$ cat config.mk
export PLATFORM = sky130hd
export DESIGN_NAME = wb_master_bridge
export DESIGN_NICKNAME = d
export VERILOG_FILES = /design/src/rtl/wb_master_bridge.sv
export SDC_FILE = /design/constraint.sdc
export NUM_CORES = 1
export LEC_CHECK = 0
export CAP_MARGIN = 20
export CORE_MARGIN = 5
export CORE_UTILIZATION = 40
export CTS_CLUSTER_SIZE = 10
export DETAILED_ROUTE_END_ITERATION = 10
export HOLD_SLACK_MARGIN = 0.1
export PLACE_DENSITY = 0.72
export SLEW_MARGIN = 20
export SYNTH_ARGS = -nofsm -noshare
export SYNTH_HDL_FRONTEND = slang
export SYNTH_SLANG_ARGS = --single-unit
$ cat constraint.sdc
create_clock -name wb_clk_i -period 2.6 [get_ports wb_clk_i]
set_input_delay 0.52 -clock wb_clk_i [delete_from_list [all_inputs] [get_ports wb_clk_i]]
set_output_delay 0.52 -clock wb_clk_i [all_outputs]
set_load 0.02 [all_outputs]
$ cat src/rtl/wb_master_bridge.sv
// Wishbone classic initiator for the picorv32 native memory interface.
// It runs one single read/write cycle per request, with error/timeout abort and a sticky error log.
module wb_master_bridge #(
  parameter int unsigned TIMEOUT   = 255,
  parameter logic [31:0] ERR_RDATA = 32'hDEAD_BEEF
) (
  input  logic        wb_clk_i,
  input  logic        wb_rst_i,
  input  logic        mem_valid,
  input  logic [31:0] mem_addr,
  input  logic [31:0] mem_wdata,
  input  logic [3:0]  mem_wstrb,
  output logic        mem_ready,
  output logic [31:0] mem_rdata,
  output logic        wbm_cyc_o,
  output logic        wbm_stb_o,
  output logic        wbm_we_o,
  output logic [3:0]  wbm_sel_o,
  output logic [31:0] wbm_adr_o,
  output logic [31:0] wbm_dat_o,
  input  logic [31:0] wbm_dat_i,
  input  logic        wbm_ack_i,
  input  logic        wbm_err_i,
  input  logic        err_clr_i,
  output logic        bus_err_o,
  output logic [31:0] err_addr_o
);

  typedef enum logic [1:0] {
    IDLE = 2'd0,
    BUS  = 2'd1,
    DONE = 2'd2
  } state_t;

  state_t     state;
  state_t     state_n;
  logic [7:0] cnt;
  logic       timeout_hit;
  logic       fail;
  logic       ok;

  // Abort on the TIMEOUT-th BUS cycle so cyc is high for exactly TIMEOUT cycles.
  always_comb begin
    timeout_hit = (TIMEOUT != 0) && (cnt == 8'(TIMEOUT - 1));
    fail        = (state == BUS) && (wbm_err_i || (!wbm_ack_i && timeout_hit));
    ok          = (state == BUS) && wbm_ack_i && !wbm_err_i;
  end

  always_comb begin
    state_n = state;
    case (state)
      IDLE:    if (mem_valid) state_n = BUS;
      BUS:     if (fail || ok) state_n = DONE;
      DONE:    state_n = IDLE;
      default: state_n = IDLE;
    endcase
  end

  always_ff @(posedge wb_clk_i) begin
    if (wb_rst_i) state <= IDLE;
    else          state <= state_n;
  end

  always_ff @(posedge wb_clk_i) begin
    if (wb_rst_i) begin
      mem_ready  <= 1'b0;
      mem_rdata  <= 32'h0;
      wbm_cyc_o  <= 1'b0;
      wbm_stb_o  <= 1'b0;
      wbm_we_o   <= 1'b0;
      wbm_sel_o  <= 4'h0;
      wbm_adr_o  <= 32'h0;
      wbm_dat_o  <= 32'h0;
      bus_err_o  <= 1'b0;
      err_addr_o <= 32'h0;
      cnt        <= 8'h0;
    end else begin
      mem_ready <= 1'b0;
      // A clear is overridden below when a new failure lands on the same edge.
      if (err_clr_i) bus_err_o <= 1'b0;
      case (state)
        IDLE: begin
          if (mem_valid) begin
            wbm_adr_o <= mem_addr;
            wbm_dat_o <= mem_wdata;
            wbm_we_o  <= |mem_wstrb;
            wbm_sel_o <= (|mem_wstrb) ? mem_wstrb : 4'hF;
            wbm_cyc_o <= 1'b1;
            wbm_stb_o <= 1'b1;
            cnt       <= 8'h0;
          end
        end
        BUS: begin
          cnt <= cnt + 8'h1;
          if (fail) begin
            wbm_cyc_o  <= 1'b0;
            wbm_stb_o  <= 1'b0;
            mem_ready  <= 1'b1;
            bus_err_o  <= 1'b1;
            err_addr_o <= wbm_adr_o;
            if (!wbm_we_o) mem_rdata <= ERR_RDATA;
          end else if (ok) begin
            wbm_cyc_o <= 1'b0;
            wbm_stb_o <= 1'b0;
            mem_ready <= 1'b1;
            if (!wbm_we_o) mem_rdata <= wbm_dat_i;
          end
        end
        default: ;
      endcase
    end
  end

endmodule

==> metrics.csv, run 1 <==
metric,value,unit
outcome,finished clean,
warnings from Yosys,0,
first-pass GRT wire length,33400,um
syn avg cell area,8.22,um^2
multi-input logic area,3550,um^2
Critical Path End Type,output pin,
total number of vias,6834,
layout net count,1144,
Post-synth EDFFs,0,
met1 Usage GRT,26.4,%
"most common cell after layout, fill and taps aside",clkdlybuf4s50_1,
Crit path arrival time,1.49,ns
FF+latch area,2920,um^2
"slowest stage cell, crit path",clkdlybuf4s50_1,
Synthesized Nets,953,
worst vdd ir,0.000503,V
Layout Cells excl Fill,1272,
Critical Path Max Stage Delay,0.66,ns
most frequent cells in the layout,"clkdlybuf4s50_1 (240), dfxtp_1 (146), nand2_1 (132)",
max cap viols,0,
DRT iter0 DRCs,383,
final period utilization,77.3,%
crit path cell chain,clkdlybuf4s50_1,
Worst EP required,2.08,ns
Static Leak,3.83,nW
placed insts,1242,
Max Fclk,0.497,GHz
clk_skew,0.00847,ns
worst path bufs/invs,1,
I/O pin count,243,
final core occ,59.0,%
ys flop type,dfxtp_1,
number of core rows,48,
Fill cells,1585,
maximum clock path buffer count,2,
DIE WIDTH,142,um
critical path class,reg2out,
Fin Hold WS,0.451,ns
Post-CTS Hold Fix Bufs,0,
worst slew pin tran,0.664,ns
"Async S/R FF share, synth",0,%
Worst slew margin,55.4,%
die area,20100,um^2
vias in the first global route,6416,
number of vias per cell,5.37,
clk slew on worst S/H paths,0.06,ns
root buffer cell,clkbuf_16,
final hold vios,0,
Pre-Repair DR Iteration Count,5,
Sink Count,146,
synthesized instance count,845,
Cell Pwr Density,603,nW/um^2
DR DRC count,0,
Layout area overhead,45.9,%
final WL,20900,um
minimum clock period,2.01,ns
Synth cell types,43,
met2 Use GR,31.6,%
port bufs,242,
Seq cells post-synth,146,
"delay-heaviest family, CP",buffers and inverters,
CTS buffer count,17,
CTS tree,yes,
Routed WL per cell,16.4,um
H-Tree Depth,4,
"Slew Viols, Final",0,
HPWL after detailed placement,13900,um
total grt overflow,0,
# Post-CTS Setup Buffers,0,
final setup TNS,0,ns
post_cts resized,0,
Die Height,142,um
starting density of the core,40.4,%
Hold Crit Class,reg2reg,
share of cells above drive strength 1,7.16,%
met3 usage in global routing,6.03,%
Setup crit start kind,flop,
initial antenna violation count,0,
sequential share of the synthesized area,42.1,%
"Cell Area, Synth",6950,um^2
crit-path max FO,4,
worst skew pair latency,0.42,ns
gp weighted congestion,0.773,
core area,17200,um^2
most used routing layer,met2,
Antenna Nets Post-Route,0,
RSZ-0062 raised after global routing,no,
ant diodes,0,
GRT Total Usage,20.3,%
final setup violation count,0,
largest net degree at the start of global routing,75,
metrics by stage:
stage	power (mW)	worst slack, ns	cell area, um^2
after global placement	3.51	0.374	9510
after detailed placement	3.52	0.347	9510
after floorplan	3.01	0.944	6950
after CTS	6.18	0.568	10100
after global routing	6.38	0.533	10100
final	6.11	0.590	10100
cells by family after synthesis:
family          count (synthesis)  synth area share [%]
compound gates                183                  17.2
simple gates                  396                  33.2
buf+inv                       118                  7.15
fa+ha+maj                       2                 0.360
flops                         146                  42.1
metal layers:
| layer | wire length, um | vias to the layer above |
|---|---|---|
| li1 | - | 3407 |
| met1 | 8990 | 3193 |
| met2 | 10000 | 197 |
| met3 | 1380 | 37 |
| met4 | 519 | 0 |
| met5 | 0 | - |
registers in the layout, indices dropped and copies added (netlist names), 2 cells and up:
| signal | cells |
|---|---|
| err_addr_o | 32 |
| wbm_dat_o | 32 |
| mem_rdata | 32 |
| state | 2 |
| wbm_sel_o | 4 |
| wbm_adr_o | 32 |
| cnt | 8 |
layout make-up:
| class | count | area share (%) |
|---|---|---|
| Multi-Input combinational cell | 581 | 35.0 |
| Inverter | 27 | 1.00 |
| Clock buffer | 19 | 4.37 |
| Timing Repair Buffer | 263 | 26.2 |
| Clock inverter | 11 | 1.84 |
| Tap cell | 225 | 2.78 |
| Sequential cell | 146 | 28.8 |
where the power goes:
group	switching, mW	internal (mW)	leakage (nW)	total, mW
Combinational	0.529	0.501	2.33	1.03
Sequential	0.0859	2.35	1.19	2.44
Clock	0.932	1.71	0.308	2.64
Total	1.55	4.57	3.83	6.11
synth_stat cells, drive strengths merged, types with 9 or more instances:
library cell / instances / area, um^2
a21oi: 74 / 370
nor3: 9 / 45.0
clkbuf: 68 / 255
nor3b: 37 / 293
buf: 23 / 140
nand3: 11 / 55.1
nand4b: 34 / 298
or2: 24 / 150
o21ai: 33 / 165
nand3b: 32 / 240
nand4: 65 / 407
inv: 27 / 101
o211a: 24 / 240
nor2b: 34 / 213
nand2: 132 / 495
a31oi: 32 / 200
dfxtp: 146 / 2920
final timing paths:
check,slack [ns],to,cells after the start,startpoint
setup / recovery,0.59,wbm_we_o,1,wbm_we_o
hold / removal,0.45,wbm_dat_o[20],2,wbm_dat_o[20]
setup reg to reg,0.79,mem_rdata[20],6,cnt[0]
hold reg to reg,0.45,wbm_dat_o[20],2,wbm_dat_o[20]
Power figures use the tool's default switching activity.
==> run 2: changes to the inputs <==
--- a/config.mk
+++ b/config.mk
@@ -11,7 +11,7 @@
 export CTS_CLUSTER_SIZE = 10
 export DETAILED_ROUTE_END_ITERATION = 10
 export HOLD_SLACK_MARGIN = 0.1
-export PLACE_DENSITY = 0.72
+export PLACE_DENSITY = 0.75
 export SLEW_MARGIN = 20
 export SYNTH_ARGS = -nofsm -noshare
 export SYNTH_HDL_FRONTEND = slang
==> constraint.sdc (replaced) <==
create_clock -name wb_clk_i -period 1.8 [get_ports wb_clk_i]
set_input_delay 0.36 -clock wb_clk_i [delete_from_list [all_inputs] [get_ports wb_clk_i]]
set_output_delay 0.36 -clock wb_clk_i [all_outputs]
set_load 0.02 [all_outputs]
==> run 2 against run 1 <==
- final cell count is 0.63% higher
- sequential power grew 44%
- worst hold slack got worse by 0.19 ns
- largest cell class unchanged
- global-route usage up 0.15 points
- non-clock buffer count increased by 8
- largest power group unchanged
- total power up 45%
- critical path depth did not move
- clock skew is 0.00073 ns higher
- routed wire length grew 1.6%
- utilization grew 1.7 points
- die area stayed put
- setup slack got worse by 0.54 ns
==> metrics.csv, run 2 (synthesis results as in run 1) <==
metric,value,unit,change
I/O pin count,243,,unchanged
Setup crit start kind,flop,,
final period utilization,97.5,%,
reg-to-reg endpoint,mem_rdata[20],,
worst slew pin tran,0.471,ns,-0.192 ns
CTS tree,yes,,
Critical Path Max Stage Delay,0.64,ns,-0.02 ns
R2R Path Start,cnt[0],,
Antenna Nets Post-Route,0,,unchanged
"delay-heaviest family, CP",buffers and inverters,,
gp weighted congestion,0.776,,+0.43%
DRT iter0 DRCs,508,,+33%
placed insts,1250,,+0.64%
initial antenna violation count,0,,unchanged
"slowest stage cell, crit path",clkdlybuf4s50_1,,
port bufs,242,,unchanged
starting density of the core,40.4,%,unchanged
"Slew Viols, Final",0,,unchanged
GRT Total Usage,20.5,%,+0.15 points
Crit path arrival time,1.39,ns,-0.10 ns
Pre-Repair DR Iteration Count,7,,+2
HPWL after detailed placement,14100,um,+2.0%
total number of vias,6827,,-0.10%
worst path bufs/invs,1,,unchanged
share of cells above drive strength 1,7.96,%,+0.80 points
maximum clock path buffer count,2,,unchanged
Die Height,142,um,unchanged
Reg2Reg Depth,6,,unchanged
worst skew pair latency,0.41,ns,about the same
Worst EP required,1.44,ns,-0.64 ns
hold-critical path depth,2,,unchanged
layout net count,1152,,+0.70%
first-pass GRT wire length,33900,um,+1.3%
ant diodes,0,,unchanged
final setup violation count,0,,unchanged
Layout area overhead,50.0,%,
Max Fclk,0.570,GHz,
Fill cells,1523,,-3.9%
number of vias per cell,5.33,,-0.73%
Sink Count,146,,unchanged
H-Tree Depth,4,,unchanged
total grt overflow,0,,unchanged
CTS buffer count,17,,unchanged
final hold vios,0,,unchanged
DR DRC count,0,,unchanged
# Post-CTS Setup Buffers,0,,unchanged
outcome,finished clean,,
Worst slew margin,68.5,%,+13 points
die area,20100,um^2,unchanged
final WL,21300,um,+1.6%
Layout Cells excl Fill,1280,,+0.63%
DIE WIDTH,142,um,unchanged
"most common cell after layout, fill and taps aside",clkdlybuf4s50_1,,
Hold Crit Class,in2reg,,
critical path class,reg2out,,
crit-path max FO,3,,-1
core area,17200,um^2,unchanged
hold path start,wb_rst_i,,
largest net degree at the start of global routing,66,,-12%
Critical Path End Type,output pin,,
Cell Pwr Density,853,nW/um^2,+41%
r2r setup slk,0.11,ns,-0.68 ns
number of core rows,48,,unchanged
final setup TNS,0,ns,unchanged
minimum clock period,1.75,ns,
clk_skew,0.00920,ns,+0.000728 ns
crit path cell chain,clkdlybuf4s50_1,,
vias in the first global route,6408,,-0.12%
worst vdd ir,0.000670,V,+33%
Hold Path Sink,wbm_adr_o[21],,
most frequent cells in the layout,"clkdlybuf4s50_1 (182), dfxtp_1 (145), nand2_1 (132)",,
clk slew on worst S/H paths,0.06,ns,about the same
root buffer cell,clkbuf_16,,
max cap viols,0,,unchanged
Static Leak,4.65,nW,+21%
Routed WL per cell,16.6,um,+0.94%
-- run 2: metal layers --
| metal | routed length [um] | global-route usage, % | vias to the layer above |
|---|---|---|---|
| li1 | - | - | 3418 |
| met1 | 8940 | 25.4 | 3205 |
| met2 | 10300 | 33.8 | 172 |
| met3 | 1520 | 6.67 | 32 |
| met4 | 489 | 6.57 | 0 |
| met5 | 0 | 0 | - |
-- run 2: worst reg2reg max path: stages (launching register included) --
cell	delay [ns]
dfxtp_2	0.34
inv_1	0.06
ha_1	0.22
and3_1	0.20
a211o_1	0.32
buf_12	0.19
a311oi_1	0.27
-- run 2: final cells by class --
class	instances	area [um^2]	area share, %
flip-flops and latches	146	2920	28.1
multi-input cells	581	3550	34.1
repair buffers	271	2920	28.1
well taps	225	282	2.70
inverters	27	101	0.972
clock inverters	10	183	1.75
clock buffers	20	457	4.38
-- run 2: power breakdown --
group | switching, mW | total, mW | internal, mW
Sequential | 0.121 | 3.52 | 3.40
Clock | 1.33 | 3.84 | 2.51
Combinational | 0.779 | 1.53 | 0.746
-- run 2: how the worst max path moves through the flow --
| stage | start | to | slack (ns) | depth (start not counted) |
|---|---|---|---|---|
| after global placement | mem_valid | wbm_sel_o[1] | -0.11 | 5 |
| after detailed placement | mem_valid | wbm_sel_o[3] | -0.13 | 5 |
| after global routing | mem_rdata[19] | mem_rdata[19] | -0.006 | 1 |
| after floorplan | cnt[0] | mem_rdata[18] | 0.14 | 7 |
| final | err_addr_o[12] | err_addr_o[12] | 0.05 | 1 |
| after CTS | wbm_adr_o[27] | wbm_adr_o[27] | 0.0001 | 1 |
-- run 2: repair_timing --
action | in CTS | in global routing
cloned | 0 | 0
hold buffers | 0 | 0
pin swaps | 0 | 0
setup endpoints to repair | 22 | 40
resized for setup | 22 | 37
-- run 2: through the flow --
step	hold WS [ns]	util [%]	area (um^2)	worst slack, ns	power (mW)
floorplan	0.457	-	6950	0.144	4.35
global placement	0.440	56.6	9720	-0.110	5.14
detailed placement	0.446	56.6	9720	-0.131	5.15
CTS	0.250	60.1	10300	0.000138	9.01
global route	0.252	60.7	10400	-0.00616	9.30
finish	0.264	60.7	10400	0.0454	8.89
==> run 3: changes to the inputs <==
--- a/config.mk
+++ b/config.mk
@@ -7,11 +7,11 @@
 export LEC_CHECK = 0
 export CAP_MARGIN = 20
 export CORE_MARGIN = 5
-export CORE_UTILIZATION = 40
+export CORE_UTILIZATION = 41
 export CTS_CLUSTER_SIZE = 10
 export DETAILED_ROUTE_END_ITERATION = 10
 export HOLD_SLACK_MARGIN = 0.1
-export PLACE_DENSITY = 0.75
+export PLACE_DENSITY = 0.77
 export SLEW_MARGIN = 20
 export SYNTH_ARGS = -nofsm -noshare
 export SYNTH_HDL_FRONTEND = slang
==> run 3 against run 2 <==
- clock power down 9.4%
- count of clock-buffer cells in the layout up 6
- final cell count rose by 0.94%
- setup slack better by 0.0012 ns
- via count up 1.9%
- clock skew shrank 0.0028 ns
- highest routed layer unchanged
- total power fell by 3.8%
- combinational power barely moved
- critical path depth is the same
- die area decreased by 2.3%
- design area is 0.53% higher
- critical endpoint is now err_addr_o[31]
==> metrics.csv, run 3 (synthesis results as in run 1) <==
metric,value,unit,change
clk_skew,0.00641,ns,-0.00279 ns
Layout area overhead,50.8,%,
final setup violation count,0,,unchanged
hold path start,wb_rst_i,,
"delay-heaviest family, CP",buffers and inverters,,
DIE WIDTH,140,um,-1.1%
starting density of the core,41.9,%,+1.4 points
R2R Path Start,cnt[0],,
DR DRC count,0,,unchanged
reg-to-reg endpoint,mem_rdata[23],,
vias in the first global route,6470,,+0.97%
worst skew pair latency,0.41,ns,about the same
multi-input logic area,3560,um^2,+0.11%
Critical Path Max Stage Delay,0.64,ns,about the same
final hold vios,0,,unchanged
gp weighted congestion,0.772,,-0.50%
critical path class,reg2out,,
"slowest stage cell, crit path",clkdlybuf4s50_1,,
die area,19600,um^2,-2.3%
most frequent cells in the layout,"clkdlybuf4s50_1 (170), dfxtp_1 (145), nand2_1 (132)",,
Cell Pwr Density,816,nW/um^2,-4.3%
Hold Crit Class,in2reg,,
RSZ-0062 raised after global routing,no,,
Worst EP required,1.44,ns,about the same
layout net count,1167,,+1.3%
Die Height,140,um,-1.1%
Hold Path Sink,wbm_adr_o[15],,
minimum clock period,1.75,ns,-0.00123 ns
placed insts,1260,,+0.80%
pre-CTS setup slack,-0.130,ns,+0.00163 ns
design area,10500,um^2,+0.53%
worst vdd ir,0.000678,V,+1.2%
worst slew pin tran,0.431,ns,-0.0403 ns
Routed WL per cell,16.4,um,-1.2%
HPWL after detailed placement,14700,um,+3.9%
Worst slew margin,71.3,%,+2.7 points
post_cts resized,18,,-18%
worst path bufs/invs,1,,unchanged
Layout Cells excl Fill,1292,,+0.94%
final period utilization,97.4,%,about the same
final WL,21200,um,-0.24%
"Cell Area, Placed",9790,um^2,+0.68%
largest net degree at the start of global routing,62,,-6.1%
Crit path arrival time,1.39,ns,about the same
Static Leak,4.93,nW,+6.0%
Antenna Nets Post-Route,0,,unchanged
H-Tree Depth,4,,unchanged
"most common cell after layout, fill and taps aside",clkdlybuf4s50_1,,
outcome,finished clean,,
number of core rows,47,,-2.1%
# Post-CTS Setup Buffers,0,,unchanged
Fill cells,1444,,-5.2%
FF+latch area,2920,um^2,unchanged
Critical Path End Type,output pin,,
maximum clock path buffer count,2,,unchanged
max cap viols,0,,unchanged
crit-path max FO,3,,unchanged
hold-critical path depth,2,,unchanged
I/O pin count,243,,unchanged
Reg2Reg Depth,6,,unchanged
total number of vias,6960,,+1.9%
GRT Total Usage,20.8,%,+0.33 points
Worst setup startpoint,err_addr_o[31],,
Post-CTS Hold Fix Bufs,0,,unchanged
Sink Count,146,,unchanged
CTS tree,yes,,
number of vias per cell,5.39,,+1.0%
r2r setup slk,0.12,ns,about the same
Pre-Repair DR Iteration Count,5,,-2
core area,16600,um^2,-3.5%
port bufs,242,,unchanged
DRT iter0 DRCs,489,,-3.7%
crit path cell chain,clkdlybuf4s50_1,,
Setup crit start kind,flop,,
"Power, Total",8.55,mW,-3.8%
"Slew Viols, Final",0,,unchanged
Max Fclk,0.570,GHz,about the same
initial antenna violation count,1,,+1
root buffer cell,clkbuf_16,,
CTS buffer count,17,,unchanged
clk slew on worst S/H paths,0.06,ns,about the same
total grt overflow,0,,unchanged
Final WS setup,0.0466,ns,+0.00123 ns
first-pass GRT wire length,33800,um,-0.18%
share of cells above drive strength 1,8.96,%,+1.0 points
[run 3: changes by cell type in the layout (fill, tap and decap cells not counted), sizes merged]
cell,before,now
clkdlybuf4s50,182,170
buf,31,46
dlymetal6s2s,36,52
bufinv,5,2
diode,0,1
clkinv,5,3
dlygate4sd2,22,18
clkbuf,20,26
[run 3: cell type report]
type / count / area share, %
clock inverter: 5 / 0.717
inverter: 27 / 0.967
tap: 220 / 2.63
sequential: 146 / 27.9
timing repair buffer: 286 / 29.1
antenna: 1 / 0.0239
multi-input combinational: 581 / 33.9
clock buffer: 26 / 4.76
[run 3: report_power, final]
group | leakage [nW] | internal (mW) | switching [mW]
clock network | 0.284 | 2.18 | 1.31
registers | 1.19 | 3.40 | 0.120
logic | 3.45 | 0.769 | 0.782
[run 3: metal layers]
metal / vias to the layer above / GRT usage (%) / wire (um)
met5: - / 0 / 0
met4: 0 / 7.14 / 450
met3: 24 / 7.40 / 1480
met2: 194 / 34.0 / 10500
met1: 3282 / 25.5 / 8810
li1: 3460 / - / -
[run 3: worst max path at each step]
stage / cells past startpoint / slack (ns) / endpoint
4_1_cts: 1 / 0.0001 / wbm_adr_o[16]
2_1_floorplan: 7 / 0.14 / mem_rdata[18]
3_5_place_dp: 5 / -0.13 / wbm_sel_o[2]
6_report: 1 / 0.05 / err_addr_o[31]
5_1_grt: 1 / 0.0008 / err_addr_o[19]
3_3_place_gp: 5 / -0.10 / wbm_sel_o[1]
[run 3: metrics by stage]
step | utilization (%) | setup TNS, ns | hold WS, ns
finish | 63.2 | 0 | 0.353
global route | 63.2 | 0 | 0.361
CTS | 62.3 | 0 | 0.336
detailed placement | 59.0 | -4.93 | 0.447
global placement | 59.0 | -3.11 | 0.440
floorplan | - | 0 | 0.457
